File: config.mk
export PLATFORM = sky130hd
export DESIGN_NAME = serial_subtractor
export DESIGN_NICKNAME = d
export VERILOG_FILES = /design/src/rtl/serial_subtractor.sv
export SDC_FILE = /design/constraint.sdc
export NUM_CORES = 1
export LEC_CHECK = 0
export BUFFER_PORTS_ARGS = -buffer_cell sky130_fd_sc_hd__buf_2
export CAP_MARGIN = 15
export CORE_ASPECT_RATIO = 1.25
export CORE_UTILIZATION = 59
export CTS_BUF_LIST = sky130_fd_sc_hd__clkbuf_2
export DETAILED_ROUTE_END_ITERATION = 12
export PLACE_DENSITY = 0.84
export SYNTH_ARGS = -nofsm -noshare
export SYNTH_HDL_FRONTEND = slang
export SYNTH_SLANG_ARGS = --single-unit
File: constraint.sdc
create_clock -name clk -period 3.85 [get_ports clk]
set_input_delay 0 -clock clk [delete_from_list [all_inputs] [get_ports clk]]
set_output_delay 0 -clock clk [all_outputs]
set_load 0.01 [all_outputs]
File: src/rtl/serial_subtractor.sv
// serial_subtractor: computes diff = a - b - bin over NDIG = WIDTH/DIGIT_W
// clock cycles, DIGIT_W bits per cycle, least-significant digit first.
// A borrow register chains the digits. The start/busy/done handshake frames
// each operation, and every output is registered.
// Parameter constraints: WIDTH >= 1, 1 <= DIGIT_W <= WIDTH, WIDTH % DIGIT_W == 0.
module serial_subtractor #(
    parameter int WIDTH   = 8,
    parameter int DIGIT_W = 2
) (
    input  logic             clk,
    input  logic             rst_n,
    input  logic             start,
    input  logic [WIDTH-1:0] a,
    input  logic [WIDTH-1:0] b,
    input  logic             bin,
    output logic             busy,
    output logic             done,
    output logic [WIDTH-1:0] diff,
    output logic             bout,
    output logic             ovf
);

    localparam int NDIG  = WIDTH / DIGIT_W;
    localparam int CNT_W = (NDIG > 1) ? $clog2(NDIG) : 1;
    localparam logic [CNT_W-1:0] LAST_DIG = CNT_W'(NDIG - 1);

    typedef enum logic [1:0] {
        IDLE = 2'd0,
        RUN  = 2'd1,
        DONE = 2'd2
    } state_t;

    state_t             state;
    logic [WIDTH-1:0]   a_sr;      // minuend, shifted right one digit per RUN cycle
    logic [WIDTH-1:0]   b_sr;      // subtrahend, shifted in step with a_sr
    logic [WIDTH-1:0]   acc;       // partial difference, filled from the MSB end
    logic               br;        // borrow into the current digit
    logic [CNT_W-1:0]   cnt;       // index of the digit being processed
    logic               a_msb;     // latched operand sign bits for the overflow flag
    logic               b_msb;

    logic [DIGIT_W-1:0] d;         // current digit of the difference
    logic               nb;        // borrow out of the current digit
    logic [WIDTH-1:0]   acc_next;  // accumulator after inserting d

    // Digit cell: one DIGIT_W-wide subtract with borrow, and the accumulator after it.
    always_comb begin
        // NOTE: every always_comb output gets a default first so no path can infer a latch.
        nb       = 1'b0;
        d        = '0;
        acc_next = acc;
        {nb, d}  = {1'b0, a_sr[DIGIT_W-1:0]} - {1'b0, b_sr[DIGIT_W-1:0]}
                 - {{DIGIT_W{1'b0}}, br};
        acc_next = (acc >> DIGIT_W) | (WIDTH'(d) << (WIDTH - DIGIT_W));
    end

    // Control FSM, operand shift registers and registered result outputs.
    always_ff @(posedge clk) begin
        // NOTE: non-blocking assignments so every register here samples pre-edge values.
        if (!rst_n) begin
            state <= IDLE;
            a_sr  <= '0;
            b_sr  <= '0;
            acc   <= '0;
            br    <= 1'b0;
            cnt   <= '0;
            a_msb <= 1'b0;
            b_msb <= 1'b0;
            busy  <= 1'b0;
            done  <= 1'b0;
            diff  <= '0;
            bout  <= 1'b0;
            ovf   <= 1'b0;
        end else begin
            done <= 1'b0;
            unique case (state)
                IDLE, DONE: begin
                    if (start) begin
                        a_sr  <= a;
                        b_sr  <= b;
                        acc   <= '0;
                        br    <= bin;
                        cnt   <= '0;
                        a_msb <= a[WIDTH-1];
                        b_msb <= b[WIDTH-1];
                        busy  <= 1'b1;
                        state <= RUN;
                    end else begin
                        state <= IDLE;
                    end
                end
                RUN: begin
                    // start is deliberately not examined here: requests during RUN are dropped.
                    a_sr <= a_sr >> DIGIT_W;
                    b_sr <= b_sr >> DIGIT_W;
                    acc  <= acc_next;
                    br   <= nb;
                    cnt  <= cnt + CNT_W'(1);
                    if (cnt == LAST_DIG) begin
                        busy  <= 1'b0;
                        done  <= 1'b1;
                        diff  <= acc_next;
                        bout  <= nb;
                        ovf   <= (a_msb != b_msb) && (acc_next[WIDTH-1] != a_msb);
                        state <= DONE;
                    end
                end
                default: state <= IDLE;
            endcase
        end
    end

endmodule

* After elaboration in Yosys (flattened, before gate mapping)
Cells that the tools add are included.
Word-level totals: register bits 43
Operators by class: muxes and demuxes 17, eq/ne operators 7, bitwise gates (word level) 1, reductions and logical operators 9, $add $sub $neg 3
Operator list (number):
- $pmux W8 S2 | 3
- $mux W8 | 3
- $or A6 B8 Y8 | 1
- $pmux W2 S2 | 2
- $reduce_and A2 Y1 | 4
- $mux W1 | 5
- $eq A2 B2 Y1 const B | 2
- $mux W2 | 2
- $ne A2 B2 Y1 const B | 2
- $pmux W1 S2 | 2
- $reduce_and A3 Y1 | 1
- $sub A2 B2 Y3 | 1
- $sub A3 B1 Y3 | 1
- $add A2 B1 Y2 const B | 1
- $eq A2 B1 Y1 const B | 1
- $logic_not A2 Y1 | 1
- $ne A1 B1 Y1 | 2
- $reduce_bool A2 Y1 | 1
- $reduce_or A2 Y1 | 1
- $logic_and A1 B1 Y1 | 1

* Logic depth before layout (Yosys ltp)
Gate-level depths: netlist (run 1).
depth after elaboration 5, depth in mapped cells 9, mapped depth without buffers 9

* Least setup slack after synthesis (run 1)
No wires, ideal clock.
path kind flip-flop to flip-flop, start reg b_sr[0], end reg ovf, data arrival time 1.920 ns, stages on the path, launching flop included 10, library setup time 0.070 ns, period minus slack after synthesis 1.990 ns, setup slack 1.860 ns, data required time 3.780 ns, cell sequence dfxtp_1 inv_1 fa_1 inv_1 ha_1 nor2_1 fa_1 nor2_1 a21oi_1 a21oi_1
Between the ends: longest elaborated chain between the ends 5
Ends and longest elaborated chain:
- from (decl) | RTL line 35 | logic [WIDTH-1:0] b_sr;
- from (signal assigned) | RTL line 95 | b_sr <= b_sr >> DIGIT_W;
- $sub A2 B2 Y3 | RTL line 52 | {nb, d} = {1'b0, a_sr[DIGIT_W-1:0]} - {1'b0, b_sr[DIGIT_W-1:0]}
- $sub A3 B1 Y3 | RTL line 53 | - {{DIGIT_W{1'b0}}, br};
- $or A6 B8 Y8 | RTL line 54 | acc_next = (acc >> DIGIT_W) | (WIDTH'(d) << (WIDTH - DIGIT_W));
- $ne A1 B1 Y1 | RTL line 104 | ovf <= (a_msb != b_msb) && (acc_next[WIDTH-1] != a_msb);
- $logic_and A1 B1 Y1 | RTL line 104
- to (signal assigned) | RTL line 104
- to (decl) | RTL line 20 | output logic ovf
Every way passes these cells. A chain may end at the register's enable or synchronous reset.

* Worst setup path after layout (run 1)
Same ends and word-level chain as after synthesis.

==> impl_metrics.json, run 1 <==
{
  "fin_crit_sh_pct": 57.57,
  "setup-violations-final": 0,
  "netlist-cell-type-count": 26,
  "netlist_instances": 201,
  "clk_latency_ns": 0.41,
  "routedWlPerCell_um": 13.13,
  "syn_nets": 226,
  "fin_crit_ns": 2.217,
  "synth_warnings": 0,
  "grt_pass1_wl_um": 5927,
  "cts.sinks": 41,
  "grt_overflow_total": 0,
  "maxCapViolations": 0,
  "grtUsageTotal_pct": 26.21,
  "endpoint_kind": "register",
  "grt_use_met1_pct": 25.34,
  "worst_pin_slew_ns": 1.005,
  "drt_iter0_drc": 67,
  "violations": "negative hold slack",
  "antenna_found_initial": 0,
  "syn_avg_cell_area_um2": 8.453,
  "fill_cells": 199,
  "cts_made_buffers": 5,
  "skew_ns": 0.01588,
  "worstHoldPathType": "in2reg",
  "crit_family": "adder cells",
  "synth_area_um2": 1699,
  "avgViaCountPerCell": 5.391,
  "area.growth.synth_to_final_pct": 22.46,
  "hpwl_um": 2273,
  "clock_path_buffers": 2,
  "post_cts_resized": 0,
  "vdd_drop_max_mv": 0.3311,
  "hold_buffers": 17,
  "setup_tns_ns": 0,
  "gp_congestion": 0.7438,
  "drt-total-wl_um": 3664,
  "synth-simple-area-share_pct": 21.50,
  "ioPinCount": 32,
  "startpoint_type": "register",
  "cts.clk_slew.worst_paths_ns": 0.20,
  "start_util_pct": 62.78,
  "stdcell_count": 279,
  "fmax_mhz": 451.1,
  "hold_viol_final": 1,
  "use_met2_pct": 51.81,
  "ys_ff_latch": 41,
  "place_worst_setup_slack_ns": 1.673,
  "die-height_um": 62,
  "finalMaxSlewViolations": 0,
  "required_ns": 4.21,
  "cts_tree": "done",
  "crit_chain": "inv_1 -> fa_1 -> inv_1 -> ha_1 -> nor2_1 -> fa_1 -> nor2_1 -> a21oi_1 -> a21oi_1",
  "grt_pass1_vias": 1432,
  "crit_type": "reg2reg",
  "cpPeakStageDelay_ns": 0.54,
  "ant_nets": 0,
  "num_vias": 1504,
  "grt_max_degree": 42,
  "htreeDepth": 2,
  "synth_top_family_by_area": "simple AND/OR/NAND/NOR gates",
  "timing.hold.ws_ns": -0.004112,
  "rows": 21,
  "rsz0062_at_grt": "no",
  "setup_slack_ns": 1.633,
  "slew_headroom_pct": 32.98,
  "antenna_cells": 0,
  "synthMuxAreaShare_pct": 0,
  "met3_usage_pct": 5.353,
  "die-width_um": 50,
  "dp_cells": 252,
  "finalNetCount": 269,
  "powerDensity_nw_per_um2": 405.6,
  "coreArea_um2": 2706,
  "path_buf_inv": 2,
  "ys_seq_area_share_pct": 48.31,
  "synth_xor_area_share_pct": 0.5155,
  "cts_setup_buffers": 0,
  "portBuffers": 31,
  "dr.pass1.iters": 6,
  "layout-drive-gt1-share_pct": 16.33,
  "worstPathMaxFanout": 4,
  "cp_slowest_cell": "fa_1",
  "top_usage_layer": "met2",
  "drc": 0,
  "die_area_um2": 3100,
  "synthAdderAreaFrac_pct": 4.566,
  "leakagePower_nw": 0.8854,
  "status": "complete, but fails checks",
  "synth-compound-area-share_pct": 19.96,
  "arrival_ns": 2.58,
  "cts-root-buf": "clkbuf_2"
}
## stage by stage
stage | hold slack, ns | util [%] | cell area (um2) | total power [W]
finish | -0.004112 | 76.88 | 2081 | 0.0008439
CTS | 0.06487 | 76.05 | 2058 | 0.0008374
detailed placement | 0.2454 | 67.41 | 1824 | 0.0005843
floorplan | 0.1349 | - | 1699 | 0.0005560
global placement | 0.2443 | 67.41 | 1824 | 0.0005738
global route | 0.008194 | 76.88 | 2081 | 0.0008805
## synthesized netlist by cell type
library cell	n	area, um2
buf_2	4	20.02
and3_1	2	12.51
xor2_1	1	8.760
dfxtp_1	41	820.8
nor2b_1	3	18.77
o211a_1	1	10.01
fa_1	2	40.04
o21a_1	2	15.01
nor2_1	6	22.52
a21boi_1	17	127.6
a31oi_1	13	81.33
a21boi_0	2	15.01
o21ai_1	2	10.01
nand3b_1	2	15.01
inv_1	4	15.01
a21oi_1	3	15.01
clkbuf_1	6	22.52
nand3_1	10	50.05
nand2b_1	2	12.51
o21ai_0	13	65.06
buf_4	4	30.03
nor3b_1	1	7.510
and2_1	3	18.77
and3b_1	1	8.760
ha_1	3	37.54
nand2_1	53	198.9
## area by class of cell
class | count | area [um2] | area share (%)
clock buffer | 6 | 30.03 | 1.443
clock inverter | 2 | 33.78 | 1.624
inverter | 4 | 15.01 | 0.7216
multi-input combinational | 142 | 790.8 | 38.00
sequential | 41 | 820.8 | 39.45
tap | 34 | 42.54 | 2.044
timing repair buffer | 50 | 347.8 | 16.72
## routing by layer
| metal | vias to the layer above | wire length, um | share of wire (%) |
|---|---|---|---|
| li1 | 763 | - | - |
| met1 | 709 | 1537 | 42 |
| met2 | 28 | 1972 | 54 |
| met3 | 4 | 109 | 3.0 |
| met4 | 0 | 45 | 1.2 |
| met5 | - | 0 | 0 |
## state kept, by name, indices dropped and copies added (netlist names), 2 cells and up
| register | flops |
|---|---|
| cnt | 2 |
| state | 2 |
| b_sr | 8 |
| a_sr | 8 |
| diff | 8 |
| acc | 6 |
## logic make-up (layout without fill, tap and decap cells)
family,Yosys count,after routing
simple gates,83,83
compound gates,53,53
flops,41,41
buf+inv,18,62
fa+ha+maj,5,5
xor+xnor,1,1
## worst reg2reg max path, stage by stage (launching register included)
cell and delay, ns:
dfxtp_1 0.37, inv_1 0.06, fa_1 0.54, inv_1 0.06
ha_1 0.17, nor2_1 0.12, fa_1 0.48, nor2_1 0.14
a21oi_1 0.09, a21oi_1 0.15
## cells in the final DEF (no fill, tap or decap), types with 3 or more instances in the layout
| cell type | n |
|---|---|
| a21oi_1 | 3 |
| clkbuf_2 | 6 |
| nor2_1 | 6 |
| nand2_1 | 53 |
| nand3_1 | 10 |
| dfxtp_1 | 41 |
| and2_1 | 3 |
| inv_1 | 4 |
| dlygate4sd3_1 | 17 |
| a21boi_1 | 17 |
| ha_1 | 3 |
| a31oi_1 | 13 |
| buf_2 | 31 |
| nor2b_1 | 3 |
| o21ai_0 | 13 |
## report_power, final
group	internal (W)	switching, W
registers	0.000448	0.0000152
clock network	0.000111	0.000138
logic	0.0000591	0.0000725
## final timing paths
check	cells past startpoint	endpoint	slack, ns	start
max reg2reg	9	ovf	1.63	b_sr[0]
min	4	b_sr[6]	-0.004	start
max	9	ovf	1.63	b_sr[0]
min reg2reg	2	diff[3]	0.47	diff[3]
Note: power is estimated with default switching activity, not from simulation.
==> run 2: changes to the inputs <==
--- a/config.mk
+++ b/config.mk
@@ -8,10 +8,10 @@
 export BUFFER_PORTS_ARGS = -buffer_cell sky130_fd_sc_hd__buf_2
 export CAP_MARGIN = 15
 export CORE_ASPECT_RATIO = 1.25
-export CORE_UTILIZATION = 59
+export CORE_UTILIZATION = 56
 export CTS_BUF_LIST = sky130_fd_sc_hd__clkbuf_2
 export DETAILED_ROUTE_END_ITERATION = 12
-export PLACE_DENSITY = 0.84
+export PLACE_DENSITY = 0.8
 export SYNTH_ARGS = -nofsm -noshare
 export SYNTH_HDL_FRONTEND = slang
 export SYNTH_SLANG_ARGS = --single-unit
==> constraint.sdc (replaced) <==
create_clock -name clk -period 2.2 [get_ports clk]
set_input_delay 0 -clock clk [delete_from_list [all_inputs] [get_ports clk]]
set_output_delay 0 -clock clk [all_outputs]
set_load 0.01 [all_outputs]
==> impl_metrics.json, run 2 (synthesized netlist as in run 1, its figures left out) <==
{
  "die-height_um": 63.59,
  "num_vias": 1501,
  "largest_registers": "a_sr (8), b_sr (8), diff (8)",
  "crit_type": "reg2reg",
  "drt_iter0_drc": 39,
  "clock_path_buffers": 2,
  "die-width_um": 51.27,
  "p_switching_w": 0.0003943,
  "portBuffers": 31,
  "worstPathMaxFanout": 4,
  "rsz0062_at_grt": "yes",
  "status": "finished, final reports clean",
  "drt-total-wl_um": 3516,
  "area.growth.synth_to_final_pct": 22.39,
  "grt_pass1_vias": 1435,
  "ioPinCount": 32,
  "die_area_um2": 3260,
  "cts_tree": "done",
  "grt_max_degree": 42,
  "hold_viol_final": 0,
  "htreeDepth": 2,
  "grtUsageTotal_pct": 25.38,
  "layout-drive-gt1-share_pct": 18.95,
  "cts.clk_slew.worst_paths_ns": 0.21,
  "gp_congestion": 0.7748,
  "routedWlPerCell_um": 12.38,
  "maxCapViolations": 0,
  "arrival_ns": 2.46,
  "ant_nets": 0,
  "internal_power_w": 0.0009644,
  "drc": 0,
  "fin_crit_sh_pct": 95.32,
  "clkPwrFrac_pct": 23.1,
  "finalMaxSlewViolations": 0,
  "required_ns": 2.56,
  "antenna_found_initial": 0,
  "skew_ns": 0.01381,
  "cts-root-buf": "clkbuf_2",
  "grt_pass1_wl_um": 6141,
  "fill_cells": 264,
  "powerDensity_nw_per_um2": 653.4,
  "cts_made_buffers": 5,
  "clk_latency_ns": 0.41,
  "worstHoldPathType": "in2reg",
  "hpwl_um": 2176,
  "endpoint_kind": "register",
  "fmax_mhz": 476.8,
  "grt_overflow_total": 0,
  "slew_headroom_pct": 64.00,
  "power_frac_comb_pct": 17.1,
  "setup-violations-final": 0,
  "sw_frac_of_total_pct": 29.02,
  "finalPower_w": 0.001359,
  "coreArea_um2": 2918,
  "startpoint_type": "register",
  "fin_crit_ns": 2.097,
  "cts.sinks": 41,
  "dr.pass1.iters": 4,
  "finalNetCount": 272,
  "seq_power_share_pct": 59.8,
  "start_util_pct": 58.23,
  "register_area_um2": 823.3,
  "timing.hold.ws_ns": 0.07025,
  "worst_pin_slew_ns": 0.5400,
  "final_cell_mix": "nand2_1, dfxtp_1, buf_2",
  "rows": 22,
  "vdd_drop_max_mv": 0.5207,
  "mostFrequentLayoutCell": "nand2_1",
  "leakagePower_nw": 0.8827,
  "antenna_cells": 0,
  "multiInputGateArea_um2": 795.8,
  "avgViaCountPerCell": 5.285
}
## run 2: cell types whose count changed in the layout (fill, tap and decap cells not counted), sizes merged
cell,before,now
buf,33,36
bufinv,1,0
clkinv,1,3
clkbuf,6,5
## run 2: area by class of cell
cell class | count | area share, %
flip-flops and latches | 41 | 39.59
inverters | 4 | 0.7220
multi-input cells | 142 | 38.27
well taps | 36 | 2.166
clock buffers | 5 | 1.203
repair buffers | 53 | 17.45
clock inverters | 3 | 0.6017
## run 2: repair_timing
action / in CTS / in global routing
resized for setup: 0 / 5
buffers inserted: 0 / 1
hold endpoints to repair: 19 / 0
hold buffers: 17 / 0
setup endpoints to repair: 0 / 1
## run 2: per-stage QoR
stage | util, % | setup TNS (ns) | area, um2 | instances | setup WS (ns)
finish | 71.27 | 0 | 2079 | 284 | 0.1029
detailed placement | 63.64 | 0 | 1857 | 258 | 0.1003
global route | 71.27 | -0.05425 | 2079 | 284 | -0.05425
floorplan | - | 0 | 1699 | 201 | 0.2100
global placement | 63.64 | 0 | 1857 | 258 | 0.1607
CTS | 70.75 | 0 | 2064 | 283 | 0.06942
## run 2: metal layers
metal	part of all wire, %	wire (um)	GRT usage, %	vias up
met3	4.0	141	7.246	5
met4	1.7	61	9.797	0
li1	-	-	-	765
met1	43	1516	27.99	700
met2	51	1796	44.74	31
met5	0	0	0	-
## run 2: final timing paths
check / endpoint / start / slack, ns / cells past startpoint
worst max-delay path: ovf / br / 0.10 / 9
worst min-delay path: acc[7] / rst_n / 0.07 / 2
worst max register to register: ovf / br / 0.10 / 9
worst min register to register: diff[4] / diff[4] / 0.46 / 2
## run 2: power groups by stage
stage | Sequential [W] | Clock (W) | Combinational (W)
final | 0.000813 | 0.000314 | 0.000232
after global routing | 0.000819 | 0.000351 | 0.000264
after CTS | 0.000811 | 0.000320 | 0.000224
after detailed placement | 0.000826 | 0 | 0.000200
after global placement | 0.000824 | 0 | 0.000194
after floorplan | 0.000820 | 0 | 0.000153
## run 2: critical path, stage by stage, from the launching register on
cell and delay (ns):
dfxtp_2 0.38, inv_2 0.04, fa_1 0.52, inv_1 0.05, ha_2 0.16, nor2_2 0.12, fa_1 0.48, nor2_1 0.13
a21oi_1 0.07, a21oi_1 0.12
